## config.mk

```make
export PLATFORM = sky130hd
export DESIGN_NAME = ps2_key_decoder
export DESIGN_NICKNAME = d
export VERILOG_FILES = /design/src/rtl/ps2_key_decoder.sv
export SDC_FILE = /design/constraint.sdc
export NUM_CORES = 1
export LEC_CHECK = 0
export ABC_CLOCK_PERIOD_IN_PS = 4500
export CORE_ASPECT_RATIO = 1.75
export CORE_UTILIZATION = 59
export DETAILED_ROUTE_END_ITERATION = 6
export MAX_ROUTING_LAYER = met4
export PLACE_DENSITY_LB_ADDON = 0.08
export SLEW_MARGIN = 40
export SYNTH_ARGS = -nofsm -noshare
export SYNTH_HDL_FRONTEND = slang
export SYNTH_SLANG_ARGS = --single-unit
```

## constraint.sdc

```tcl
create_clock -name clk -period 4.5 [get_ports clk]
set_input_delay 0.9 -clock clk [delete_from_list [all_inputs] [get_ports clk]]
set_output_delay 0.9 -clock clk [all_outputs]
set_load 0.005 [all_outputs]
```

## src/rtl/ps2_key_decoder.sv

```systemverilog
// rtl/ps2_key_decoder.sv - PS/2 Set-2 scan code to ASCII decoder with 8-entry show-ahead FIFO
module ps2_key_decoder #(
    parameter int FIFO_DEPTH = 8,
    parameter int ADDR_W     = 3
) (
    input  logic              clk,
    input  logic              rst,
    input  logic [7:0]        byte_in,
    input  logic              byte_valid,
    output logic [7:0]        key_ascii,
    output logic              key_valid,
    input  logic              key_ready,
    output logic              shift_active,
    output logic              caps_lock,
    output logic              overflow,
    output logic [ADDR_W:0]   fifo_count
);

    typedef enum logic [1:0] {ST_IDLE, ST_BRK, ST_EXT, ST_EXT_BRK} state_t;

    localparam logic [ADDR_W:0] FULL_COUNT = (ADDR_W+1)'(FIFO_DEPTH);

    localparam logic [7:0] LETTER_CODES [26] = '{
        8'h1C, 8'h32, 8'h21, 8'h23, 8'h24, 8'h2B, 8'h34, 8'h33, 8'h43, 8'h3B, 8'h42, 8'h4B, 8'h3A,
        8'h31, 8'h44, 8'h4D, 8'h15, 8'h2D, 8'h1B, 8'h2C, 8'h3C, 8'h2A, 8'h1D, 8'h22, 8'h35, 8'h1A};
    localparam logic [7:0] DIGIT_CODES [10] = '{
        8'h16, 8'h1E, 8'h26, 8'h25, 8'h2E, 8'h36, 8'h3D, 8'h3E, 8'h46, 8'h45};
    localparam logic [7:0] DIGIT_PLAIN [10] = '{
        8'h31, 8'h32, 8'h33, 8'h34, 8'h35, 8'h36, 8'h37, 8'h38, 8'h39, 8'h30};
    localparam logic [7:0] DIGIT_SHIFT [10] = '{
        8'h21, 8'h40, 8'h23, 8'h24, 8'h25, 8'h5E, 8'h26, 8'h2A, 8'h28, 8'h29};

    // Returns {mapped, ascii}; letters follow shift^caps, digits follow shift only.
    function automatic logic [8:0] xlate(input logic [7:0] code, input logic shift, input logic caps);
        logic [8:0] r;
        r = 9'h000;
        for (int i = 0; i < 26; i++)
            if (code == LETTER_CODES[i])
                r = {1'b1, ((shift ^ caps) ? 8'h41 : 8'h61) + 8'(i)};
        for (int i = 0; i < 10; i++)
            if (code == DIGIT_CODES[i])
                r = {1'b1, shift ? DIGIT_SHIFT[i] : DIGIT_PLAIN[i]};
        case (code)
            8'h29:   r = {1'b1, 8'h20};
            8'h5A:   r = {1'b1, 8'h0D};
            8'h66:   r = {1'b1, 8'h08};
            8'h0D:   r = {1'b1, 8'h09};
            8'h76:   r = {1'b1, 8'h1B};
            default: ;
        endcase
        return r;
    endfunction

    state_t            state_q, state_d;
    logic              lshift_q, lshift_d, rshift_q, rshift_d;
    logic              caps_q, caps_d, held_q, held_d;
    logic              overflow_q;
    logic [7:0]        mem_q [FIFO_DEPTH];
    logic [ADDR_W-1:0] wr_ptr_q, rd_ptr_q;
    logic [ADDR_W:0]   count_q;
    logic [8:0]        xl;
    logic              push_req, do_push, do_pop, full;
    logic [7:0]        push_char;

    always_ff @(posedge clk) begin
        if (rst) state_q <= ST_IDLE;
        else     state_q <= state_d;
    end

    always_comb begin
        state_d = state_q;
        if (byte_valid) begin
            case (state_q)
                ST_IDLE: begin
                    if (byte_in == 8'hF0)      state_d = ST_BRK;
                    else if (byte_in == 8'hE0) state_d = ST_EXT;
                end
                ST_EXT:  state_d = (byte_in == 8'hF0) ? ST_EXT_BRK : ST_IDLE;
                default: state_d = ST_IDLE;
            endcase
        end
    end

    always_comb begin
        push_req  = 1'b0;
        push_char = 8'h00;
        lshift_d  = lshift_q;
        rshift_d  = rshift_q;
        caps_d    = caps_q;
        held_d    = held_q;
        xl        = xlate(byte_in, lshift_q | rshift_q, caps_q);
        if (byte_valid) begin
            case (state_q)
                ST_IDLE: begin
                    case (byte_in)
                        8'hF0, 8'hE0, 8'hAA, 8'hFA, 8'hEE, 8'hFC, 8'h00, 8'hFF: ;
                        8'h12: lshift_d = 1'b1;
                        8'h59: rshift_d = 1'b1;
                        // caps_held blocks typematic repeats from re-toggling
                        8'h58: if (!held_q) begin
                            caps_d = ~caps_q;
                            held_d = 1'b1;
                        end
                        default: begin
                            push_req  = xl[8];
                            push_char = xl[7:0];
                        end
                    endcase
                end
                ST_BRK: begin
                    case (byte_in)
                        8'h12:   lshift_d = 1'b0;
                        8'h59:   rshift_d = 1'b0;
                        8'h58:   held_d   = 1'b0;
                        default: ;
                    endcase
                end
                ST_EXT: begin
                    if (byte_in == 8'h5A) begin
                        push_req  = 1'b1;
                        push_char = 8'h0D;
                    end else if (byte_in == 8'h4A) begin
                        push_req  = 1'b1;
                        push_char = 8'h2F;
                    end
                end
                default: ;
            endcase
        end
    end

    assign full    = (count_q == FULL_COUNT);
    assign do_pop  = key_valid & key_ready;
    assign do_push = push_req & (~full | do_pop);

    always_ff @(posedge clk) begin
        if (rst) begin
            lshift_q   <= 1'b0;
            rshift_q   <= 1'b0;
            caps_q     <= 1'b0;
            held_q     <= 1'b0;
            overflow_q <= 1'b0;
            wr_ptr_q   <= '0;
            rd_ptr_q   <= '0;
            count_q    <= '0;
        end else begin
            lshift_q <= lshift_d;
            rshift_q <= rshift_d;
            caps_q   <= caps_d;
            held_q   <= held_d;
            if (push_req & full & ~do_pop) overflow_q <= 1'b1;
            if (do_push) wr_ptr_q <= wr_ptr_q + ADDR_W'(1);
            if (do_pop)  rd_ptr_q <= rd_ptr_q + ADDR_W'(1);
            if (do_push & ~do_pop)      count_q <= count_q + 1'b1;
            else if (do_pop & ~do_push) count_q <= count_q - 1'b1;
        end
    end

    always_ff @(posedge clk) begin
        if (do_push) mem_q[wr_ptr_q] <= push_char;
    end

    assign key_valid    = (count_q != '0);
    assign key_ascii    = key_valid ? mem_q[rd_ptr_q] : 8'h00;
    assign shift_active = lshift_q | rshift_q;
    assign caps_lock    = caps_q;
    assign overflow     = overflow_q;
    assign fifo_count   = count_q;

endmodule

```

==> PnR_summary.wiki, run 1 <==
{| class="wikitable"
! Metric !! Value
|-
| Post-Route Hold Slack || 0.480 ns
|-
| RSZ-0062 raised after global routing || no
|-
| Transition time of the tightest slew-check pin || 0.770 ns
|-
| Detailed-route vias per instance || 6.57
|-
| Final #Nets || 500
|-
| Total standard cell area after synthesis || 4470 um^2
|-
| Number of antenna violations at the first check in global routing || 0
|-
| Result of the run || finished, final reports clean
|-
| Initial Util || 61.4%
|-
| Class of the tightest hold or removal check || reg2reg
|-
| Worst-Skew Late Latency || 0.32 ns
|-
| Via total after detailed routing || 3767
|-
| Switching share of power || 26.8%
|-
| Post-detailed-placement cell area || 5190 um^2
|-
| Synthesized instance count || 405
|-
| Reg-to-reg slack, setup || 1.18 ns
|-
| Final count of hold timing violations || 0
|-
| Number of global-route vias before repair || ~3800
|-
| Worst-case reg-to-reg path depth || 14
|-
| H-tree level count || 3
|-
| Total GRT Usage || 36.6%
|-
| Startpoint type of the worst setup path || input port
|-
| WP data arrival || around 4.6 ns
|-
| Worst Min Path Start || rd_ptr_q[1]$_SDFFE_PP0P_
|-
| Number of detailed-routing iterations run before antenna repair || 4
|-
| Sequential group share of total power || 39.0%
|-
| Post-Syn Nets || between 400 and 500
|-
| Clock-pin transition on the worst setup and hold timing paths || 0.05 ns
|-
| Number of buffers created by CTS || 9
|-
| Port Buf Inserts || 26
|-
| Detailed placement HPWL || 10100 um
|-
| Endpoints failing setup || 0
|-
| Detail Route Antenna Nets || 0
|-
| Number of storage elements in the synthesis netlist || 76
|-
| CORE AREA || between 7000 and 8000 um^2
|-
| Root buffer cell || clkbuf_16
|-
| Async SR Flop Fraction || 0%
|-
| Logic gate share of total power || 26.8%
|-
| Number of warnings reported in the yosys synthesis log || 0
|-
| Number of max-cap violations || 0
|-
| Critical Setup Path Class || in2reg
|-
| Most common flop cell mapped by yosys || edfxtp_1
|-
| Largest net degree at the start of global routing || 22
|-
| Fraction of layout cells with a size suffix above 1 || 23.4%
|-
| Relative area change from synthesis to final layout || 23.7%
|-
| Commonest non-fill, non-tap cells in the layout || buf_4 (70), edfxtp_1 (56), nor2_1 (43), nand2_1 (31), clkdlybuf4s50_1 (25)
|-
| Row count || 41
|-
| Worst clock skew || ~0.0056 ns
|-
| Standby leakage power || 0.00204 uW
|-
| Clock tree from TritonCTS || done
|-
| Largest fanout on the critical path || 6
|-
| Count of inserted antenna diode cells || 0
|-
| Fraction of the yosys area taken by sequential cells || 46.5%
|-
| Placer congestion estimate || 0.997
|-
| Total instance count after detailed placement || 556
|-
| Max-Slew Margin vs Limit || 48.5%
|-
| Number of enable-type register cells in the synthesized netlist || 56
|-
| Die Span X || 67.8 um
|-
| I/O pin count || 28
|-
| First-pass GRT wire length || 19900 um
|-
| Die extent in y || 117 um
|-
| Count of final max-slew check failures || 0
|-
| DRT iter0 DRCs || 300
|-
| Kind of capture point of the worst setup path || register
|-
| Mean routed wirelength per cell || roughly 23 um
|-
| FILL cells || 496
|-
| Overall die area || about 7900 um^2
|-
| Number of remaining DRC errors || 0
|-
| Peak supply drop || ~0.00026 V
|-
| FMAX || approximately 0.23 GHz
|-
| Period utilisation layout || 96.8%
|-
| Clock sink count || between 70 and 80
|-
| Switching power of the nets || slightly below 600 uW
|-
| Number of standard cells in the final layout excluding fillers || 573
|-
| Synthesized area divided by synthesized cell count || 11.0 um^2
|-
| Power per cell area || 391 nW/um^2
|-
| Buffers from clock root to sink, at most || 2
|-
| Worst r2r src || state_q[0]$_SDFFE_PP0P_
|-
| Most common cell after layout, fill and taps aside || buf_4
|-
| Hold buffers post-CTS || 0
|-
| Post-layout instance area || 5530 um^2
|-
| Post-Route WL || 13200 um
|-
| Part of the total power dissipated in the clock network || 34.2%
|-
| Total negative slack for setup checks || 0 ns
|-
| Internal power contribution || 1580 uW
|-
| R2r endpoint || fifo_count[3]$_SDFFE_PP0P_
|-
| Remaining global-route overflow || 0
|-
| CP Data Required Time || 4.73 ns
|-
| Final critical path time including I/O delays and setup || 4.36 ns
|-
| Distinct cell type count after synthesis || 73
|-
| Worst hold path stage count || 2
|}
==> sequential cells by signal, indices dropped and copies added, names as in the netlist, 2 cells and up, named ones only <==
register and flops:
fifo_count 4, mem_q 56, rd_ptr_q 3, state_q 2, wr_ptr_q 3
==> worst max-delay path: stages <==
cell             delay, ns
clkdlybuf4s50_1       0.58
buf_4                 0.20
nor4b_4               0.28
buf_4                 0.20
a21oi_1               0.06
o21ai_0               0.27
or4_4                 0.21
nor4_4                0.04
nor4b_4               0.34
ha_1                  0.22
inv_1                 0.07
ha_1                  0.28
a21o_1                0.19
a21oi_1               0.17
xnor2_1               0.10
or3_1                 0.32
a21oi_1               0.16
==> worst max-delay path by stage <==
stage	start	slack [ns]	to	cells past startpoint
3_5_place_dp	byte_in[7]	-0.12	fifo_count[3]$_SDFFE_PP0P_	17
3_3_place_gp	byte_in[0]	-0.04	fifo_count[3]$_SDFFE_PP0P_	14
2_1_floorplan	byte_in[1]	0.38	fifo_count[3]$_SDFFE_PP0P_	16
6_report	byte_in[5]	0.14	fifo_count[3]$_SDFFE_PP0P_	17
4_1_cts	byte_in[7]	0.15	fifo_count[3]$_SDFFE_PP0P_	17
5_1_grt	byte_in[5]	0.0001	fifo_count[3]$_SDFFE_PP0P_	17
==> logic make-up (layout without fill, tap and decap cells) <==
| group | count (synthesis) | in the layout | share of synthesized area (%) |
|---|---|---|---|
| buffers and inverters | 41 | 123 | 4.64 |
| and+or+nand+nor | 162 | 162 | 22.0 |
| AOI/OAI and AO/OA | 80 | 80 | 12.6 |
| muxes | 28 | 28 | 10.2 |
| adders and majority gates | 6 | 6 | 1.85 |
| other | 1 | 1 | 0.0838 |
| xor gates and xnor gates | 11 | 11 | 2.15 |
| DFF | 76 | 76 | 46.5 |
==> metal layers <==
metal  vias to the layer above  wire [um]  GRT usage (%)
li1                       1713          -              -
met1                      1820       4440           32.7
met2                       162       7150           63.7
met3                        72        469           5.43
met4                         0       1120           32.8
met5                         -          0              -
==> Yosys cell counts (5+ instances only) <==
cell type | count | area, um^2
ha_1 | 5 | 62.6
xnor2_1 | 6 | 52.6
mux4_2 | 14 | 315
buf_2 | 7 | 35.0
dfxtp_1 | 20 | 400
nor2_1 | 43 | 161
clkbuf_1 | 11 | 41.3
inv_1 | 10 | 37.5
and4b_1 | 5 | 50.1
nand4_1 | 6 | 37.5
o21ai_0 | 13 | 65.1
nand2_1 | 31 | 116
nor2b_1 | 8 | 50.1
nand3_1 | 15 | 75.1
nor3_1 | 8 | 40.0
a21oi_1 | 22 | 110
nand2b_1 | 5 | 31.3
xor2_1 | 5 | 43.8
edfxtp_1 | 56 | 1680
mux2i_1 | 12 | 120
==> through the flow <==
step / utilization (%) / power, uW / setup WS (ns)
finish: 76.0 / 2160 / 0.143
floorplan: - / 1150 / 0.379
global placement: 71.3 / 1380 / -0.0419
detailed placement: 71.3 / 1420 / -0.116
global route: 76.0 / 2260 / 0.000132
CTS: 75.7 / 2160 / 0.154
==> cell type report <==
cell class / instances / area, um^2 / area share (%)
Clock inverter: 1 / 30.0 / 0.543
Timing Repair Buffer: 96 / 788 / 14.2
Sequential cell: 76 / 2080 / 37.6
Clock buffer: 15 / 288 / 5.20
Inverter: 11 / 41.3 / 0.746
Tap cell: 86 / 108 / 1.94
Multi-Input combinational cell: 288 / 2200 / 39.7
==> repair_timing <==
| action | 4_1_cts | 5_1_grt |
|---|---|---|
| setup buffers | 0 | 1 |
| endpoints found under the setup margin | 0 | 2 |
| resized for setup | 0 | 5 |
==> power groups by stage <==
stage,clock network [uW],logic [uW],registers (uW)
2_1_floorplan,0,338,816
3_3_place_gp,0,527,857
3_5_place_dp,0,559,859
4_1_cts,740,577,845
5_1_grt,781,627,853
6_report,739,579,844
Note: power is estimated with default switching activity, not from simulation.
==> run 2, diff against run 1 <==
Settings changed: ABC_AREA set to 0.
==> results of run 2 <==
Final layout, timing and power as in run 1 (identical DEF).
